--- src/rtl/snake_pkg.sv ---
// Shared snake types: the direction encoding and its opposite-direction lookup.
package snake_pkg;
  typedef enum logic [2:0] {
    NONE  = 3'd0,
    UP    = 3'd1,
    DOWN  = 3'd2,
    LEFT  = 3'd3,
    RIGHT = 3'd4
  } direction;

  function automatic direction opposite(direction d);
    case (d)
      UP:      return DOWN;
      DOWN:    return UP;
      LEFT:    return RIGHT;
      RIGHT:   return LEFT;
      default: return NONE;
    endcase
  endfunction
endpackage

--- src/rtl/move_sched_if.sv ---
// Bundle between the front-ends (master) and move_sched (slave).
interface move_sched_if;
  logic                start;
  snake_pkg::direction btn_dir;
  logic                rx_valid;
  snake_pkg::direction rx_dir;
  logic                collision;
  logic                tx_ready;
  snake_pkg::direction dir1;
  snake_pkg::direction dir2;
  logic                step1;
  logic                step2;
  logic                tx_valid;
  snake_pkg::direction tx_dir;
  logic                com_err;
  logic [1:0]          state;

  modport master (
    output start, btn_dir, rx_valid, rx_dir, collision, tx_ready,
    input  dir1, dir2, step1, step2, tx_valid, tx_dir, com_err, state
  );
  modport slave (
    input  start, btn_dir, rx_valid, rx_dir, collision, tx_ready,
    output dir1, dir2, step1, step2, tx_valid, tx_dir, com_err, state
  );
endinterface

--- src/rtl/move_sched.sv ---
// Game-tick scheduler, direction filter, step1/step2 arbiter and peer-link watchdog.
// Define SNAKE_SOLO_EN to compile out the remote path (rx, tx, step2, watchdog).
module move_sched #(
  parameter int TICK_CYCLES   = 16_250_000,
  parameter int TIMEOUT_TICKS = 2
) (
  input  logic         clk,
  input  logic         rst,
  move_sched_if.slave  bus
);
  import snake_pkg::*;

  typedef enum logic [1:0] {IDLE = 2'd0, RUN = 2'd1, OVER = 2'd2} state_t;

  localparam int CW = (TICK_CYCLES > 1) ? $clog2(TICK_CYCLES) : 1;

  state_t        st, st_nxt;
  logic [CW-1:0] cnt;
  direction      dir1, dir2, pend1, pend_nxt, tx_dir;
  logic          step1, step2, tx_valid, com_err;
  logic          run, tick, ending, clear, btn_ok;

  assign run      = (st == RUN);
  assign tick     = run && (cnt == CW'(TICK_CYCLES - 1));
  assign ending   = run && (bus.collision || com_err);
  // OVER->IDLE reloads every register except the state itself
  assign clear    = (st == OVER) && bus.start;
  assign btn_ok   = (bus.btn_dir != NONE) && (bus.btn_dir != opposite(dir1));
  assign pend_nxt = btn_ok ? bus.btn_dir : pend1;

  always_ff @(posedge clk) begin
    if (rst) st <= IDLE;
    else     st <= st_nxt;
  end

  always_comb begin
    st_nxt = st;
    case (st)
      IDLE:    if (bus.start) st_nxt = RUN;
      RUN:     if (bus.collision || com_err) st_nxt = OVER;
      OVER:    if (bus.start) st_nxt = IDLE;
      default: st_nxt = IDLE;
    endcase
  end

  // Local snake: tick counter, filtered direction, step1
  always_ff @(posedge clk) begin
    if (rst || clear) begin
      cnt   <= '0;
      pend1 <= UP;
      dir1  <= UP;
      step1 <= 1'b0;
    end else if (ending) begin
      cnt   <= '0;
      step1 <= 1'b0;
    end else if (run) begin
      cnt   <= tick ? '0 : cnt + 1'b1;
      pend1 <= pend_nxt;
      step1 <= tick;
      if (tick) dir1 <= pend_nxt;
    end
  end

`ifdef SNAKE_SOLO_EN
  assign dir2     = UP;
  assign step2    = 1'b0;
  assign tx_valid = 1'b0;
  assign tx_dir   = NONE;
  assign com_err  = 1'b0;
`else
  localparam int MW = $clog2(TIMEOUT_TICKS + 1);

  logic [MW-1:0] miss;
  logic          defer;

  // Remote snake, TX word and watchdog. step2 yields to step1 by one cycle.
  always_ff @(posedge clk) begin
    if (rst || clear) begin
      dir2     <= UP;
      step2    <= 1'b0;
      defer    <= 1'b0;
      tx_valid <= 1'b0;
      tx_dir   <= NONE;
      com_err  <= 1'b0;
      miss     <= '0;
    end else if (run) begin
      if (bus.rx_valid)
        miss <= '0;
      else if (tick && miss != MW'(TIMEOUT_TICKS))
        miss <= miss + 1'b1;
      if (tick && !bus.rx_valid && miss >= MW'(TIMEOUT_TICKS - 1))
        com_err <= 1'b1;

      if (ending) begin
        step2    <= 1'b0;
        defer    <= 1'b0;
        tx_valid <= 1'b0;
      end else begin
        if (bus.rx_valid) dir2 <= bus.rx_dir;
        step2 <= (bus.rx_valid || defer) && !tick;
        defer <= bus.rx_valid && tick;
        if (tick) begin
          tx_valid <= 1'b1;
          tx_dir   <= pend_nxt;
        end else if (tx_valid && bus.tx_ready) begin
          tx_valid <= 1'b0;
        end
      end
    end
  end
`endif

  assign bus.dir1     = dir1;
  assign bus.dir2     = dir2;
  assign bus.step1    = step1;
  assign bus.step2    = step2;
  assign bus.tx_valid = tx_valid;
  assign bus.tx_dir   = tx_dir;
  assign bus.com_err  = com_err;
  assign bus.state    = st;
endmodule

--- src/flat_wrapper.sv ---
// flat-port wrapper written by rule: the top's interface ports become plain ports
module move_sched_flat import snake_pkg::*;
#(
  parameter int TICK_CYCLES   = 16_250_000,
  parameter int TIMEOUT_TICKS = 2
)
  (clk, rst, bus_start, bus_btn_dir, bus_rx_valid, bus_rx_dir, bus_collision, bus_tx_ready, bus_dir1, bus_dir2, bus_step1, bus_step2, bus_tx_valid, bus_tx_dir, bus_com_err, bus_state);
  move_sched_if bus_i ();
  input  logic clk;
  input  logic rst;
  input wire logic [$bits(bus_i.start)-1:0] bus_start;
  input wire logic [$bits(bus_i.btn_dir)-1:0] bus_btn_dir;
  input wire logic [$bits(bus_i.rx_valid)-1:0] bus_rx_valid;
  input wire logic [$bits(bus_i.rx_dir)-1:0] bus_rx_dir;
  input wire logic [$bits(bus_i.collision)-1:0] bus_collision;
  input wire logic [$bits(bus_i.tx_ready)-1:0] bus_tx_ready;
  output wire logic [$bits(bus_i.dir1)-1:0] bus_dir1;
  output wire logic [$bits(bus_i.dir2)-1:0] bus_dir2;
  output wire logic [$bits(bus_i.step1)-1:0] bus_step1;
  output wire logic [$bits(bus_i.step2)-1:0] bus_step2;
  output wire logic [$bits(bus_i.tx_valid)-1:0] bus_tx_valid;
  output wire logic [$bits(bus_i.tx_dir)-1:0] bus_tx_dir;
  output wire logic [$bits(bus_i.com_err)-1:0] bus_com_err;
  output wire logic [$bits(bus_i.state)-1:0] bus_state;
  assign bus_i.start = bus_start;
  assign bus_i.btn_dir = bus_btn_dir;
  assign bus_i.rx_valid = bus_rx_valid;
  assign bus_i.rx_dir = bus_rx_dir;
  assign bus_i.collision = bus_collision;
  assign bus_i.tx_ready = bus_tx_ready;
  assign bus_dir1 = bus_i.dir1;
  assign bus_dir2 = bus_i.dir2;
  assign bus_step1 = bus_i.step1;
  assign bus_step2 = bus_i.step2;
  assign bus_tx_valid = bus_i.tx_valid;
  assign bus_tx_dir = bus_i.tx_dir;
  assign bus_com_err = bus_i.com_err;
  assign bus_state = bus_i.state;
  move_sched #(.TICK_CYCLES(TICK_CYCLES), .TIMEOUT_TICKS(TIMEOUT_TICKS)) u_core (.clk(clk), .rst(rst), .bus(bus_i));
endmodule
--- config.mk ---
export PLATFORM = sky130hd
export DESIGN_NAME = move_sched_flat
export DESIGN_NICKNAME = d
export VERILOG_FILES = /design/src/rtl/snake_pkg.sv /design/src/rtl/move_sched_if.sv /design/src/rtl/move_sched.sv /design/src/flat_wrapper.sv
export SDC_FILE = /design/constraint.sdc
export NUM_CORES = 1
export LEC_CHECK = 0
export ABC_AREA = 1
export BUFFER_PORTS_ARGS = -buffer_cell sky130_fd_sc_hd__buf_2
export CAP_MARGIN = 20
export CORE_AREA = 3 3 86 88
export CTS_BUF_LIST = sky130_fd_sc_hd__clkbuf_16
export CTS_CLUSTER_DIAMETER = 80
export DETAILED_ROUTE_END_ITERATION = 12
export DIE_AREA = 0 0 89 91
export SLEW_MARGIN = 20
export SYNTH_ARGS = -nofsm -noshare
export SYNTH_HDL_FRONTEND = slang
export SYNTH_SLANG_ARGS = --single-unit
--- constraint.sdc ---
create_clock -name clk -period 4.55 [get_ports clk]
set_input_delay 0.91 -clock clk [delete_from_list [all_inputs] [get_ports clk]]
set_output_delay 0.91 -clock clk [all_outputs]
set_load 0.01 [all_outputs]
After elaboration in Yosys (flattened, before gate mapping). Index checks and enable logic that the tools add are counted.

Memories: 0. Word-level logic and storage cells: 69. Input bits: 12. Register bits after elaboration: 45. Latch bits: 0. Output and inout port bits: 15. Memory bits (writable): 0. Memory bits (read-only): 0.

Order comparisons: 1. Reductions and logical operators: 27. Bitwise gates (word level): 1. Shift operators: 0. Div/mod/pow operators: 0. $add $sub $neg: 2. Multiply operators: 0. Multiplexer cells: 14. Equal/unequal tests: 12.

Operators by type and width (number): adder 24 x 1 -> 24 bit (second input constant) (1); == test 24 bit (second input constant) (1); two-way mux 24 bit (1); case mux 3 bit (4 select lines) (1); logical AND 1 bit (10); two-way mux 2 bit (5); AND reduction 3 bit (3); inequality test 2 bit (second input constant) (4); AND reduction 2 bit (4); == test 3 x 2 -> 1 bit (second input constant) (2); case mux 2 bit (3 select lines) (1); nonzero test 3 bit (2); two-way mux 1 bit (5); == test 3 x 1 -> 1 bit (second input constant) (1); == test 3 bit (second input constant) (1); logical OR 1 bit (3); two-way mux 3 bit (1); inequality test 3 bit (1); adder 2 x 1 -> 2 bit (second input constant) (1); == test 2 x 1 -> 1 bit (second input constant) (1); == test 2 bit (second input constant) (1); >= comparator 2 x 1 -> 1 bit (second input constant) (1); zero test 1 bit (2); zero test 2 bit (1); other kinds (3) (3).

Depth between registers and ports, before layout. Gate-level depths: netlist (run 1).

Depth in word-level cells: 5. Gate-level depth with buffers: 12. Gate-level depth less buffers: 12.

Worst setup path before layout (run 1). Ideal clock, no wire load.

Path kind: input-to-reg. From: input bus_start. To: register u_core.dir1[1] (netlist: u_core.bus.dir1[1]). Data arrival time: 1610 ps. Slack: 2823 ps. Stages: 6. Buffers on the path: 1. Data required time: 4433 ps. Library setup time: 117 ps. Path through: nand3_1 nand2_1 clkbuf_1 inv_1 o21ai_0 nor2_1.

Word-level cells in the longest chain between the ends: 2.

RTL lines: start, declared (line flat_wrapper.sv:11) `input wire logic [$bits(bus_i.start)-1:0] bus_start;`; logical AND 1 bit (line move_sched.sv:27) `assign clear = (st == OVER) && bus.start;`; logical OR 1 bit (line move_sched.sv:48) `if (rst || clear) begin`; end signal, assigned (line move_sched.sv:60) `if (tick) dir1 <= pend_nxt;`; end, declared (line move_sched.sv:19) `direction dir1, dir2, pend1, pend_nxt, tx_dir;`.

No other way between the ends. A chain may end at the register's enable or synchronous reset.

Worst setup path after layout (run 1).
From: input bus_start. To: register u_core.cnt[6].

Word-level cells in the longest chain between the ends: 3.

RTL lines: logical AND 1 bit (line move_sched.sv:27); logical OR 1 bit (line move_sched.sv:48); OR reduction 2 bit (no source line); end signal, assigned (line move_sched.sv:57) `cnt <= tick ? '0 : cnt + 1'b1;`; end, declared (line move_sched.sv:18) `logic [CW-1:0] cnt;`.

No other way between the ends.

==> impl_metrics.py, run 1 <==
metrics = {
    "run_status": {
        "outcome": "complete, no violations",
    },
    "layout": {
        "stdcell_area_sq_um": 2660,
        "layoutNonFillerInstCount": 453,
        "nets": 387,
        "nFillCells": 686,
        "drive_gt1_frac": 0.190,
        "syn_to_final_growth_pct": 13.5,
        "final_common_cell": "nand2_1",
        "final_cell_mix": "nand2_1 (73), nor2_1 (60), inv_1 (46)",
        "antennaDiodeCount": 0,
    },
    "sta": {
        "period_minus_slack_ns": 1.80,
        "final_max_slew_viol_count": 0,
        "fmax_mhz": 556,
        "setup_viol": 0,
        "finalSetupTns_ns": 0,
        "tightest_slew_ns": 0.381,
        "rsz0062_at_grt": "no",
        "period_share": 0.395,
        "finalHoldViolCount": 0,
        "setup_ws_ns": 2.75,
        "slew_headroom": 0.746,
        "skew_ns": 0.00690,
    },
    "detailed_routing": {
        "antenna_left": 0,
        "wl_per_cell_microns": 11.3,
        "via_per_inst": 4.64,
        "wirelength_microns": 5110,
        "vias": 2101,
        "firstDrtPassIters": 4,
        "met3_length_microns": 202,
        "wl_met1_microns": 2520,
        "drcViolationCount": 0,
        "wl_met2_microns": 2300,
        "routed.top_layer": "met4",
        "drt_iter0_markers": 83,
    },
    "logic_synthesis": {
        "ys_seq_area_frac": 0.367,
        "synth_compound_area_frac": 0.0693,
        "synthAdderAreaFrac": 0.0160,
        "synth_top_family_by_area": "simple AND/OR/NAND/NOR gates",
        "synthMuxAreaShare": 0,
        "synthCells": 344,
        "synthesis.area_sq_um": 2350,
        "synth_xor_area_frac": 0.0485,
        "synth-seq-cells": 43,
        "synth.distinct_cells": 27,
        "yosys_warnings": 0,
        "synth_nets": 359,
        "syn_area_per_cell_sq_um": 6.82,
        "synth-simple-area-share": 0.397,
    },
    "worst_setup_path": {
        "critPathKind": "in2reg",
        "critPathArrivalTime_ns": 2.00,
        "worstPathRequired_ns": 4.75,
        "cp_max_fo": 11,
        "endpoint_kind": "flip-flop",
        "startpoint_type": "input port",
    },
    "clock_tree": {
        "cts_tree": "built",
        "h-tree-depth": 2,
        "post_cts_buffers": 0,
        "ctsHoldBuffers": 0,
        "clockBufferDepth": 2,
        "numCtsBuffers": 5,
        "cts.sinks": 43,
        "clk_pin_slew_ns": 0.06,
        "cts_resized": 0,
        "clk_latency_ns": 0.28,
        "cts_root_buffer": "clkbuf_16",
    },
    "placement": {
        "gp_congestion": 0.786,
        "port_buffers": 26,
        "dp_hpwl_microns": 3970,
        "placed_area_sq_um": 2530,
        "dp_cells": 445,
        "place_ws_ns": 2.44,
    },
    "global_routing": {
        "grt_pass1_vias": 2079,
        "grt_max_degree": 14,
        "track_usage": 0.139,
        "grt_pass1_wl_microns": 9170,
        "gr-total-overflow": 0,
        "antenna_found_initial": 0,
    },
    "floorplan": {
        "die_area_sq_um": 8100,
        "core-area_sq_um": 6720,
        "rows": 30,
        "pin_count": 27,
        "die_y_microns": 91,
        "start_util": 0.349,
        "fp.dieW_microns": 89,
    },
    "power_and_ir_drop": {
        "p_per_area_nw_per_um2": 291,
        "peakVddDrop_v": 0.000201,
        "p_leak_uw": 0.00111,
    },
    "job": {
        "maxCapViolations": 0,
    },
    "min_path": {
        "hold_class": "reg2reg",
    },
}
[stage by stage]
stage | util | power (uW) | hold WS (ns)
2_1_floorplan | - | 433 | 0.445
3_3_place_gp | 0.376 | 445 | 0.444
3_5_place_dp | 0.376 | 446 | 0.442
4_1_cts | 0.396 | 784 | 0.464
5_1_grt | 0.396 | 805 | 0.496
6_report | 0.396 | 776 | 0.457
[cells by family after synthesis]
group	count (synthesis)
and+or+nand+nor	199
xor gates and xnor gates	13
buffers and inverters	56
AOI/OAI and AO/OA	30
adders and majority gates	3
DFF	43
[Yosys cell counts]
library cell  number  share of area
a211oi_1           2         0.0064
a21oi_1           14          0.030
buf_12             1         0.0085
buf_4              2         0.0064
buf_6              1         0.0048
clkbuf_1           1         0.0016
dfxtp_1           43           0.37
ha_1               3          0.016
inv_1             45          0.072
inv_2              6         0.0096
nand2_1           73           0.12
nand2_2            7          0.019
nand2_4            1         0.0048
nand3_1           16          0.034
nand3_2            1         0.0043
nand4_1            7          0.019
nand4_2            2          0.011
nor2_1            60          0.096
nor2_2            17          0.045
nor2_4             5          0.024
nor3_1             9          0.019
nor3_2             1         0.0043
o211ai_1           2         0.0064
o21ai_0           11          0.023
o21bai_1           1         0.0032
xnor2_1            4          0.015
xor2_1             9          0.034
[layer usage]
metal,GRT usage,vias to the layer above
li1,-,1120
met1,0.178,935
met2,0.228,38
met3,0.0336,8
met4,0.0409,0
met5,0,-
[power by group]
part / internal (uW) / leakage, uW / switching (uW)
Sequential: 382 / 0.000347 / 3.83
Combinational: 16.2 / 0.000694 / 34.6
Clock: 198 / 0.0000701 / 141
Total: 596 / 0.00111 / 179
[cell type report]
cell class / count / area, sq um / area share
flip-flops and latches: 43 / 861 / 0.323
well taps: 80 / 100 / 0.0376
inverters: 51 / 191 / 0.0719
repair buffers: 26 / 130 / 0.0488
clock inverters: 3 / 11.3 / 0.00423
multi-input cells: 245 / 1240 / 0.467
clock buffers: 5 / 125 / 0.0470
[final timing paths]
path	startpoint	to	slack (ns)	cells past startpoint
worst max-delay path	bus_start	u_core.cnt[6]	2.75	6
worst min-delay path	u_core.bus.dir2[0]	u_core.bus.dir2[0]	0.46	2
worst max register to register	u_core.cnt[0]	u_core.cnt[23]	2.76	12
worst min register to register	u_core.bus.dir2[0]	u_core.bus.dir2[0]	0.46	2
[worst max-delay path, stage by stage]
cell	delay, ns
buf_2	0.11
nand3_1	0.07
nand2_1	0.23
nor2_2	0.26
inv_1	0.19
a211oi_1	0.23
[registers in the layout, indices dropped and copies added, names as in the netlist, 2 cells and up]
name and count:
u_core.bus.state 2, u_core.miss 2, u_core.pend1 3, u_core.cnt 24
u_core.bus.dir1 3, u_core.bus.dir2 3
Note: power is estimated with default switching activity, not from simulation.
==> run 2: changes to the inputs <==
--- a/config.mk
+++ b/config.mk
@@ -5,7 +5,7 @@
 export SDC_FILE = /design/constraint.sdc
 export NUM_CORES = 1
 export LEC_CHECK = 0
-export ABC_AREA = 1
+export ABC_AREA = 0
 export BUFFER_PORTS_ARGS = -buffer_cell sky130_fd_sc_hd__buf_2
 export CAP_MARGIN = 20
 export CORE_AREA = 3 3 86 88
==> constraint.sdc (replaced) <==
create_clock -name clk -period 1.64 [get_ports clk]
set_input_delay 0.328 -clock clk [delete_from_list [all_inputs] [get_ports clk]]
set_output_delay 0.328 -clock clk [all_outputs]
set_load 0.01 [all_outputs]
==> impl_metrics.py, run 2 <==
metrics = {
    "worst_setup_path": {
        "startpoint_type": "flip-flop",
        "ff2ff_setup_slack_ns": -0.29,
        "worstPathRequired_ns": 1.79,
        "critPathKind": "reg2reg",
        "endpoint_kind": "flip-flop",
        "r2r_end": "u_core.miss[0]",
        "path_cells": "or4_4 > or4_4 > buf_6 > o41ai_2 > o32ai_2",
        "reg2reg_depth": 5,
        "cp_slowest_cell": "or4_4",
        "cp_max_fo": 5,
        "cp_slowest_stage_delay_ns": 0.53,
        "startpoint": "u_core.cnt[8]",
        "r2r_start": "u_core.cnt[8]",
        "path_common_cell": "or4_4",
        "critPathArrivalTime_ns": 2.08,
    },
    "layout": {
        "layoutNonFillerInstCount": 429,
        "final-seq-area_sq_um": 867,
        "multiInputGateArea_sq_um": 1470,
        "nFillCells": 633,
        "final_cell_mix": "buf_4 (63), dfxtp_1 (38), nand2_1 (29)",
        "antennaDiodeCount": 0,
        "nets": 364,
        "regMostFlops": "u_core.cnt",
        "fin_util": 0.483,
        "syn_to_final_growth_pct": 40.3,
        "drive_gt1_frac": 0.375,
        "final_common_cell": "buf_4",
        "largest_reg_flops": 24,
    },
    "clock_tree": {
        "clockBufferDepth": 2,
        "cts_tree": "built",
        "post_cts_buffers": 0,
        "clk_pin_slew_ns": 0.06,
        "h-tree-depth": 2,
        "clk_latency_ns": 0.28,
        "cts_root_buffer": "clkbuf_16",
        "cts.sinks": 43,
        "numCtsBuffers": 5,
    },
    "floorplan": {
        "start_util": 0.344,
        "pin_count": 27,
        "die_y_microns": 91,
        "die_area_sq_um": 8100,
        "rows": 30,
        "fp.dieW_microns": 89,
        "core-area_sq_um": 6720,
    },
    "sta": {
        "tightest_slew_ns": 0.329,
        "setup_viol": 33,
        "final_max_slew_viol_count": 0,
        "slew_headroom": 0.775,
        "period_minus_slack_ns": 1.93,
        "fmax_mhz": 519,
        "rsz0062_at_grt": "yes",
        "skew_ns": 0.00339,
        "setup_ws_ns": -0.286,
        "finalSetupTns_ns": -7.98,
        "finalHoldViolCount": 0,
        "period_share": 1.17,
    },
    "logic_synthesis": {
        "yosysMostFrequentCell": "dfxtp_1",
        "ys_seq_area_frac": 0.372,
        "synth-edff-count": 0,
        "synthAdderAreaFrac": 0.0162,
        "synth_compound_area_frac": 0.218,
        "yosys_warnings": 0,
        "yosys.area.top_type": "dfxtp_1",
        "syn_area_per_cell_sq_um": 8.63,
        "ys_top_cells_by_area": "dfxtp_1 (37%), a221oi_1 (4.9%), nand2_1 (4.7%)",
        "ys.flop_type": "dfxtp_1",
        "synth_top_family_by_area": "simple AND/OR/NAND/NOR gates",
        "synth-simple-area-share": 0.297,
        "synthCells": 268,
        "synthesis.area_sq_um": 2310,
        "synthMuxAreaShare": 0.0216,
        "synth_nets": 283,
        "synthTopCellsByCount": "dfxtp_1 (43), nand2_1 (29), nand3_1 (14), o21ai_0 (14), a221oi_1 (13)",
        "synth_xor_area_frac": 0.0303,
        "yosys.area.top_type_share": 0.372,
        "synth.distinct_cells": 54,
        "synth-seq-cells": 43,
        "synthArstFlopShare": 0,
    },
    "global_routing": {
        "track_usage": 0.164,
        "grt_pass1_vias": 2261,
        "antenna_found_initial": 0,
        "grt_pass1_wl_microns": 10700,
        "grt_max_degree": 28,
        "gr-total-overflow": 0,
    },
    "detailed_routing": {
        "drcViolationCount": 0,
        "wl_per_cell_microns": 15.1,
        "antenna_left": 0,
        "vias": 2390,
        "via_per_inst": 5.57,
        "firstDrtPassIters": 4,
        "drt_iter0_markers": 133,
        "wirelength_microns": 6470,
    },
    "placement": {
        "port_buffers": 26,
        "dp_hpwl_microns": 4690,
        "place_ws_ns": -0.394,
        "gp_congestion": 0.851,
        "dp_cells": 422,
    },
    "job": {
        "maxCapViolations": 0,
    },
    "run_status": {
        "outcome": "finished with violations",
        "violations": "negative setup slack",
    },
    "power_and_ir_drop": {
        "p_per_area_nw_per_um2": 685,
        "peakVddDrop_v": 0.000532,
        "p_leak_uw": 0.00122,
        "finalPower_uw": 2220,
    },
    "min_path": {
        "min_delay_worst_endpoint": "u_core.bus.state[1]",
        "hold_depth": 2,
        "min_from": "rst",
        "hold_class": "in2reg",
    },
}
==> run 2: final cells by class <==
type / instances / share of cell area
clock buffer: 5 / 0.0386
clock inverter: 2 / 0.00270
inverter: 5 / 0.00579
multi-input combinational: 202 / 0.453
sequential: 43 / 0.267
tap: 80 / 0.0309
timing repair buffer: 92 / 0.202
==> run 2: repair_timing <==
action,4_1_cts,5_1_grt
gates resized for setup,11,7
setup endpoints to repair,37,40
hold buffers,0,0
pin swaps,4,2
endpoints found under the hold margin,0,0
==> run 2: metal layers <==
| metal | vias to the layer above | track usage | wire length [microns] |
|---|---|---|---|
| met5 | - | 0 | 0 |
| met4 | 0 | 0.0509 | 78 |
| met3 | 6 | 0.0191 | 182 |
| met2 | 42 | 0.260 | 3080 |
| met1 | 1142 | 0.230 | 3130 |
| li1 | 1200 | - | - |
==> run 2: worst max-delay path by stage <==
stage	endpoint	slack, ns	depth (start not counted)
after floorplan	u_core.miss[0]	-0.27	5
after global placement	u_core.cnt[16]	-0.31	5
after detailed placement	u_core.miss[0]	-0.39	4
after CTS	u_core.miss[0]	-0.36	4
after global routing	u_core.miss[0]	-0.35	4
final	u_core.miss[0]	-0.29	5
==> run 2: stage by stage <==
stage	hold WS, ns	instance area [sq um]
after floorplan	0.397	2380
final	0.234	3240
after global routing	0.247	3240
after CTS	0.233	3220
after global placement	0.440	3040
after detailed placement	0.444	3040
==> run 2: critical path, delay by kind of cell (launching register included) <==
family                 cells  cell delay (ns)
AOI/OAI and AO/OA          2             0.34
buffers and inverters      1             0.16
DFF                        1             0.32
and+or+nand+nor            2             0.99
==> run 2: report_power, final <==
part | switching, uW | internal [uW]
sequential | 7.07 | 1050
combinational | 128 | 86.6
clock | 396 | 548
==> run 2: cells by family (layout without fill, tap and decap cells) <==
logic type | Yosys count | in the layout
adders and majority gates | 3 | 3
muxes | 5 | 5
DFF | 43 | 43
AOI/OAI and AO/OA | 69 | 69
buffers and inverters | 23 | 104
and+or+nand+nor | 117 | 117
xor gates and xnor gates | 8 | 8
==> run 3: changes to the inputs <==
--- a/config.mk
+++ b/config.mk
@@ -13,6 +13,7 @@
 export CTS_CLUSTER_DIAMETER = 80
 export DETAILED_ROUTE_END_ITERATION = 12
 export DIE_AREA = 0 0 89 91
+export SKIP_CTS_REPAIR_TIMING = 1
 export SLEW_MARGIN = 20
 export SYNTH_ARGS = -nofsm -noshare
 export SYNTH_HDL_FRONTEND = slang
==> impl_metrics.py, run 3 (synthesis results as in run 2) <==
metrics = {
    "min_path": {
        "hold_depth": 2,
        "min_delay_worst_endpoint": "u_core.bus.state[1]",
        "min_from": "rst",
        "hold_class": "in2reg",
    },
    "worst_setup_path": {
        "path_cells": "or4_4 > or4_4 > buf_4 > a211oi_1 > a211oi_1",
        "r2r_end": "u_core.bus.dir1[2]",
        "critPathArrivalTime_ns": 2.09,
        "cp_slowest_stage_delay_ns": 0.53,
        "r2r_start": "u_core.cnt[8]",
        "ff2ff_setup_slack_ns": -0.29,
        "critPathKind": "reg2reg",
        "endpoint_kind": "flip-flop",
        "cp_max_fo": 5,
        "reg2reg_depth": 5,
        "startpoint_type": "flip-flop",
        "cp_slowest_cell": "or4_4",
        "worstPathRequired_ns": 1.80,
    },
    "sta": {
        "setup_viol": 33,
        "finalHoldViolCount": 0,
        "slew_headroom": 0.774,
        "skew_ns": 0.00350,
        "fmax_mhz": 518,
        "rsz0062_at_grt": "yes",
        "period_share": 1.18,
        "final_max_slew_viol_count": 0,
        "tightest_slew_ns": 0.330,
        "setup_ws_ns": -0.290,
        "period_minus_slack_ns": 1.93,
    },
    "global_routing": {
        "gr-total-overflow": 0,
        "grt_max_degree": 28,
        "grt_pass1_wl_microns": 10700,
        "antenna_found_initial": 0,
        "track_usage": 0.164,
        "grt_pass1_vias": 2272,
    },
    "layout": {
        "antennaDiodeCount": 0,
        "syn_to_final_growth_pct": 39.6,
        "regMostFlops": "u_core.cnt",
        "drive_gt1_frac": 0.367,
        "fin_util": 0.480,
        "final_cell_mix": "buf_4 (64), dfxtp_1 (38), nand2_1 (29)",
        "nets": 364,
        "stdcell_area_sq_um": 3230,
        "largest_reg_flops": 24,
        "final_common_cell": "buf_4",
    },
    "floorplan": {
        "start_util": 0.344,
        "rows": 30,
        "pin_count": 27,
        "die_y_microns": 91,
        "die_area_sq_um": 8100,
        "fp.dieW_microns": 89,
        "core-area_sq_um": 6720,
    },
    "power_and_ir_drop": {
        "swShare": 0.239,
        "p_leak_uw": 0.00123,
        "clkPwrFrac": 0.426,
        "p_comb_frac": 0.097,
        "peakVddDrop_v": 0.000533,
        "p_per_area_nw_per_um2": 689,
        "p_sw_uw": 532,
        "internal-power_uw": 1690,
        "pwr-share-seq": 0.478,
    },
    "clock_tree": {
        "h-tree-depth": 2,
        "clk_pin_slew_ns": 0.06,
        "clk_latency_ns": 0.28,
        "cts_tree": "built",
        "clockBufferDepth": 2,
        "numCtsBuffers": 5,
        "cts_root_buffer": "clkbuf_16",
        "cts.sinks": 43,
    },
    "detailed_routing": {
        "drt_iter0_markers": 97,
        "drcViolationCount": 0,
        "firstDrtPassIters": 4,
        "wl_per_cell_microns": 15.1,
        "antenna_left": 0,
        "vias": 2376,
        "via_per_inst": 5.54,
        "wirelength_microns": 6490,
    },
    "job": {
        "maxCapViolations": 0,
    },
    "placement": {
        "placed_area_sq_um": 3040,
        "dp_hpwl_microns": 4690,
        "port_buffers": 26,
        "gp_congestion": 0.851,
    },
    "run_status": {
        "outcome": "finished with violations",
        "violations": "negative setup slack",
    },
}
[run 3: how the worst max path moves through the flow]
stage / start / to / cells past startpoint
finish: u_core.cnt[8] / u_core.bus.dir1[2] / 5
global route: u_core.cnt[8] / u_core.bus.dir1[0] / 5
CTS: u_core.cnt[8] / u_core.miss[0] / 4
detailed placement: u_core.cnt[8] / u_core.miss[0] / 4
global placement: u_core.cnt[8] / u_core.cnt[16] / 5
floorplan: u_core.cnt[8] / u_core.miss[0] / 5
[run 3: power by group through the flow]
stage | Combinational, uW | Sequential (uW) | Clock [uW]
after global routing | 231 | 1060 | 998
after floorplan | 109 | 1090 | 0
after detailed placement | 208 | 1080 | 0
after CTS | 209 | 1060 | 962
final | 215 | 1060 | 946
after global placement | 206 | 1080 | 0
[run 3: stage by stage]
stage	std cells	total power, uW	hold WS, ns	setup TNS (ns)	worst slack, ns
after floorplan	268	1200	0.397	-7.58	-0.272
after global placement	422	1290	0.440	-10.15	-0.307
after detailed placement	422	1290	0.444	-10.78	-0.394
after CTS	429	2230	0.233	-10.89	-0.387
after global routing	429	2290	0.247	-10.00	-0.343
final	429	2220	0.234	-7.88	-0.290
[run 3: final cells by class]
cell class              count  area (sq um)
flip-flops and latches     43           867
clock buffers               5           125
well taps                  80           100
repair buffers             92           651
multi-input cells         202          1460
inverters                   5          18.8
clock inverters             2          8.76
fillers                   634          3490
[run 3: metal layers]
layer  wire length (microns)  track usage  vias up
met1                    3110        0.227     1126
met2                    3070        0.260       42
met3                     210       0.0191        8
met4                      99       0.0558        0
li1                        -            -     1200
met5                       0            0        -
[run 3: critical path, delay by kind of cell (launching register included)]
kind	cells	cell delay, ns
buf+inv	1	0.18
flops	1	0.32
compound gates	2	0.32
simple gates	2	0.98
